File: config.mk
export PLATFORM = sky130hd
export DESIGN_NAME = mem_pipe_reg
export DESIGN_NICKNAME = d
export VERILOG_FILES = /design/src/rtl/mem_pipe_reg.sv
export SDC_FILE = /design/constraint.sdc
export NUM_CORES = 1
export LEC_CHECK = 0
export ABC_AREA = 1
export BUFFER_PORTS_ARGS = -buffer_cell sky130_fd_sc_hd__buf_2
export CORE_MARGIN = 8
export CORE_UTILIZATION = 45
export DETAILED_ROUTE_END_ITERATION = 12
export PLACE_DENSITY_LB_ADDON = 0.05
export SLEW_MARGIN = 10
export SYNTH_ARGS = -nofsm -noshare
export SYNTH_HDL_FRONTEND = slang
export SYNTH_SLANG_ARGS = --single-unit
File: constraint.sdc
create_clock -name clk -period 1.16 [get_ports clk]
set_input_delay 0.116 -clock clk [delete_from_list [all_inputs] [get_ports clk]]
set_output_delay 0.116 -clock clk [all_outputs]
set_load 0.05 [all_outputs]
File: src/rtl/mem_pipe_reg.sv
// Execute-to-memory pipeline register with the architectural condition codes,
// mispredict flag and sticky halt. Define INSTR_COUNT_EN to add instr_count.
module mem_pipe_reg #(
   parameter int W     = 64,
   parameter int CNT_W = 32
) (
   input  logic         clk,
   input  logic         rst,
   input  logic [2:0]   e_stat,
   input  logic [3:0]   e_icode,
   input  logic         e_cnd,
   input  logic [W-1:0] e_valE,
   input  logic [W-1:0] e_valA,
   input  logic [3:0]   e_dstE,
   input  logic [3:0]   e_dstM,
   input  logic         e_zf,
   input  logic         e_sf,
   input  logic         e_of,
   input  logic         M_stall,
   input  logic         M_bubble,
   input  logic         W_exc,
   output logic [2:0]   M_stat,
   output logic [3:0]   M_icode,
   output logic         M_cnd,
   output logic [W-1:0] M_valE,
   output logic [W-1:0] M_valA,
   output logic [3:0]   M_dstE,
   output logic [3:0]   M_dstM,
   output logic         cc_zf,
   output logic         cc_sf,
   output logic         cc_of,
   output logic         mispredict,
`ifdef INSTR_COUNT_EN
   output logic [CNT_W-1:0] instr_count,
`endif
   output logic         halted
);

   localparam logic [2:0] STAT_AOK = 3'd1;
   localparam logic [3:0] RNONE    = 4'hF;
   localparam logic [3:0] I_NOP    = 4'h1;
   localparam logic [3:0] I_OPQ    = 4'h6;
   localparam logic [3:0] I_JXX    = 4'h7;

   logic load_p0;
   logic set_cc_p0;
   logic m_exc;

   assign load_p0   = ~M_bubble & ~M_stall;
   assign m_exc     = (M_stat != STAT_AOK);
   assign set_cc_p0 = (e_icode == I_OPQ) & (e_stat == STAT_AOK) & ~m_exc & ~W_exc & ~halted;

   // M register: reset and bubble both inject a NOP with no destinations
   always_ff @(posedge clk) begin
      if (rst || M_bubble) begin
         M_stat  <= STAT_AOK;
         M_icode <= I_NOP;
         M_cnd   <= 1'b0;
         M_valE  <= '0;
         M_valA  <= '0;
         M_dstE  <= RNONE;
         M_dstM  <= RNONE;
      end else if (!M_stall) begin
         M_stat  <= e_stat;
         M_icode <= e_icode;
         M_cnd   <= e_cnd;
         M_valE  <= e_valE;
         M_valA  <= e_valA;
         M_dstE  <= e_dstE;
         M_dstM  <= e_dstM;
      end
   end

   // CC tracks the op in execute, independent of M stall/bubble
   always_ff @(posedge clk) begin
      if (rst) begin
         cc_zf <= 1'b1;
         cc_sf <= 1'b0;
         cc_of <= 1'b0;
      end else if (set_cc_p0) begin
         cc_zf <= e_zf;
         cc_sf <= e_sf;
         cc_of <= e_of;
      end
   end

   always_ff @(posedge clk) begin
      if (rst)
         halted <= 1'b0;
      else if (load_p0 && (e_stat != STAT_AOK))
         halted <= 1'b1;
   end

   assign mispredict = (M_icode == I_JXX) & ~M_cnd;

`ifdef INSTR_COUNT_EN
   always_ff @(posedge clk) begin
      if (rst)
         instr_count <= '0;
      else if (load_p0 && !halted && (e_icode != I_NOP) && (e_stat == STAT_AOK))
         instr_count <= instr_count + 1'b1;
   end
`endif

endmodule
# == After elaboration in Yosys (flattened, before gate mapping) ==
# Index checks and enable logic that the tools add are counted.
# W data, S select, Z words.
# word_totals
ff_bits,148
inputBits,152
out_inout_bits,149
# op_classes
n_eq_ne,5
bitwise,12
reduce_logical,2
# op_table
cell,n
$eq A4 B3 Y1 const B,2
$and A1 B1 Y1,6
$ne A3 B1 Y1 const B,2
$not A1 Y1,6
$eq A3 B1 Y1 const B,1
$logic_and A1 B1 Y1,1
$logic_or A1 B1 Y1,1

# == Longest topological paths before layout ==
# logic_depth
word_depth,5
depth_mapped,7
depth_no_buf,7

# == Worst setup path before layout ==
# Ideal clock, no wire load.
# synth_path
kind,register to output
from,reg M_icode[2]
to,out mispredict
arrival_time_ns,1.826
setup_slack_ns,-0.782
stages_incl_launch_ff,3
cell_sequence,dfxtp_1 > nand3_1 > nor3_1
# synth_between
elab_chain_cells,2
# synth_rtl
element,line_no,text
"start, declared",23,"output logic [3:0] M_icode,"
"start signal, assigned",65,M_icode <= e_icode;
$eq A4 B3 Y1,94,assign mispredict = (M_icode == I_JXX) & ~M_cnd;
$and A1 B1 Y1,94,
"end, declared",32,"output logic mispredict,"
# Every way passes these cells.

# == Final worst setup path ==
# layout_path
from,reg M_cnd
to,out mispredict
# layout_between
elab_chain_cells,2
# layout_rtl
element,line_no,text
"start, declared",24,"output logic M_cnd,"
"start signal, assigned",66,M_cnd <= e_cnd;
$not A1 Y1,94,
$and A1 B1 Y1,94,
# Every way passes these cells.

==> run metrics <==
Period Utilization, post-route 112%; DR vias/cell 4.89; FILL cells 752; H-tree level count 4; Endpoint, Worst Hold M_stat[1]; Crit. path cell count 2; max-slew violation total from the final report 0; hold wc startpoint e_stat[1]; setup slack of the critical path after layout -135 ps; hold path depth 3; proportion of total power due to net switching 25.8%; power per cell area 1390 nW/µm²; Worst R2R Start halted; pin count of the biggest net entering global routing 74; layout overhead on the synthesized area 72.9%; clock power share 43.4%; cell breakdown of the critical path nor3_4, buf_6; worst IR drop on VDD 0.000946 V; post-synthesis average cell area 8.33 µm²; detailed placer's ending HPWL 13.4 mm; data arrival at the endpoint of the critical path 1180 ps; number of enable-type register cells in the synthesized netlist 0; power after layout 13.4 mW; count of buffer and inverter cells on the critical path 1; vias in the first global route 6,537; actual transition at the worst max-transition pin 323 ps; total setup buffers inserted after CTS 0; WL per Instance 17.0 µm; area enclosed by the die boundary 16,200 µm²; static leakage 4.27 nW; number of cells produced by synthesis 669; area taken by multi-input logic gates 2310 µm²; final setup skew 0.650 ps; Detailed Route WL 21.8 mm; area share of the largest cell type after synthesis 53.2%; worst slew margin relative to its limit 78.5%; Total Routing Usage GR 25.6%; total of max-cap violations 0; clock root buffer clkbuf_16; area of the core 12,100 µm²; Post-Synthesis Net Count 821; number of placed I/O pins 301; number of hold-slack violations in the final timing report 0; row count 40; DRC violation count after routing 0; failing checks setup timing; end of the worst register-to-register path cc_sf; grt ovf 0; slowest cell on the critical path dfxtp_1; most instantiated cells after synthesis nand2_1, dfxtp_1, a21oi_2, a21oi_1, buf_2; internal power 9.93 mW; result of the run finished with violations; FMAX 772 MHz; number of nets in the layout 1,252; Sequential Area 2980 µm²; dominant synthesized flop cell dfxtp_1; critical path startpoint category flip-flop; part of the total power dissipated in combinational logic 16.6%; dominant cell type by area after synthesis dfxtp_1; RSZ-0062 raised after global routing yes; TritonCTS Sinks 148; height of the die 127 µm; Final GP Congestion 0.792; Worst-Skew Late Latency 410 ps; overall die width 127 µm; CTS tree built; depth of the worst register-to-register path 6; number of different library cells in the post-synthesis netlist 15; Top delay family on crit path flip-flops; Setup-failing EPs final 2; setup slack at placement 143 ps; Inserted Clock Buffers 17; Critical Path End Type primary output; most frequently used cell type in the post-synthesis netlist nand2_1; netlist area before placement 5570 µm²; kind of critical path flip-flop to primary output; critical path data required time 1040 ps; Reg2Reg Setup Slack 170 ps; worst hold slack 44.3 ps; share of the yosys chip area belonging to registers 53.2%; post-synthesis register bit count 148; maximum number of buffers from clock root to sink 2; Detail Route Antenna Nets 0; effective utilization at floorplan 46.2%; total number of vias 6,279; fraction of final layout cells with drive strength greater than 1 40.1%; synthesis warning total 0; proportion of register bits with asynchronous set or reset after synthesis 0%; global-route wire length before repair 33.1 mm; first-pass detailed-route iteration total 6; placed inst area 7220 µm²; finished layout cell area 9640 µm²; shortest period the worst path allows 1300 ps; antenna violations before repair 0; Sw Pwr 3.45 mW; clock-pin slew on the worst setup and hold paths 60 ps; Port Buffer Count 300; starting DRC count in detailed routing 448; path type of the worst min-delay path input pin to flip-flop; sequential group share of total power 40.0%; largest cells by area after synthesis dfxtp_1, nand2_1, a21oi_2; delay of the slowest cell on the worst path 360 ps; worst-path fanout max 3
-- metal layers --
layer,track usage (%),part of all wire (%)
met2,43.5,49
met3,9.65,9.2
met4,17.5,5.3
met5,0,0
met1,25.7,36
-- how the worst max path moves through the flow --
stage | startpoint | endpoint | slack (ps)
final | M_cnd | mispredict | -140
after CTS | M_icode[2] | mispredict | -140
after global routing | M_cnd | mispredict | -180
after floorplan | M_icode[2] | mispredict | 4
after detailed placement | M_icode[2] | mispredict | 140
after global placement | M_icode[2] | mispredict | 140
-- stage by stage --
step	std cells	utilization, %	setup TNS [ps]
2_1_floorplan	669	-	0
3_3_place_gp	1103	59.9	0
3_5_place_dp	1103	59.9	0
4_1_cts	1281	78.8	-207
5_1_grt	1281	79.9	-394
6_report	1283	79.9	-144
-- area by class of cell --
cell class | instances | share of cell area [%]
Timing Repair Buffer | 458 | 35.8
Sequential cell | 148 | 30.9
Multi-Input combinational cell | 464 | 24.0
Clock buffer | 23 | 5.39
Tap cell | 168 | 2.18
Clock inverter | 9 | 1.25
Inverter | 11 | 0.506
Antenna cell | 2 | 0.0519
-- repair_timing --
action	in CTS	in global routing
pin swaps	1	0
gates cloned	0	0
hold buffers	146	0
endpoints found under the setup margin	65	53
resized for setup	69	53
endpoints found under the hold margin	146	0
-- worst reg2reg max path, delay by kind of cell, from the launching register on --
kind / cells / cell delay, ps
DFF: 1 / 320
and+or+nand+nor: 6 / 550
-- flip-flops by register name (all words and copies together), names as in the netlist --
| name | cells |
|---|---|
| M_cnd | 1 |
| M_dstE | 4 |
| M_dstM | 4 |
| M_icode | 4 |
| M_stat | 3 |
| M_valA | 64 |
| M_valE | 64 |
| cc_of | 1 |
| cc_sf | 1 |
| cc_zf | 1 |
| halted | 1 |
-- layout by cell type (no fill, tap or decap), types with 2 or more instances in the layout --
cell	count
bufinv_16	3
nand2_1	291
buf_2	189
o21ai_0	3
clkbuf_8	5
inv_1	9
a21oi_1	45
dfxtp_4	3
nand3_1	16
buf_12	8
dlygate4sd3_1	146
buf_4	67
clkbuf_16	18
buf_6	4
clkbuf_4	44
clkinv_2	6
diode_2	2
dfxtp_2	3
nor2_1	14
a21oi_2	90
dfxtp_1	142
-- power by group through the flow --
| stage | clock network (mW) | registers, mW | logic, mW |
|---|---|---|---|
| 2_1_floorplan | 0 | 6.01 | 0.572 |
| 3_3_place_gp | 0 | 5.43 | 1.70 |
| 3_5_place_dp | 0 | 5.44 | 1.72 |
| 4_1_cts | 5.90 | 5.34 | 2.16 |
| 5_1_grt | 6.10 | 5.36 | 2.36 |
| 6_report | 5.81 | 5.35 | 2.23 |
-- cell families (layout without fill, tap and decap cells) --
logic type             Yosys count  after routing  share of synthesized area (%)
AOI/OAI and AO/OA              139            139                           18.5
buffers and inverters           57            501                           5.88
DFF                            148            148                           53.2
other                            0              2                              0
and+or+nand+nor                325            325                           22.4
(Power assumes the default switching activity.)
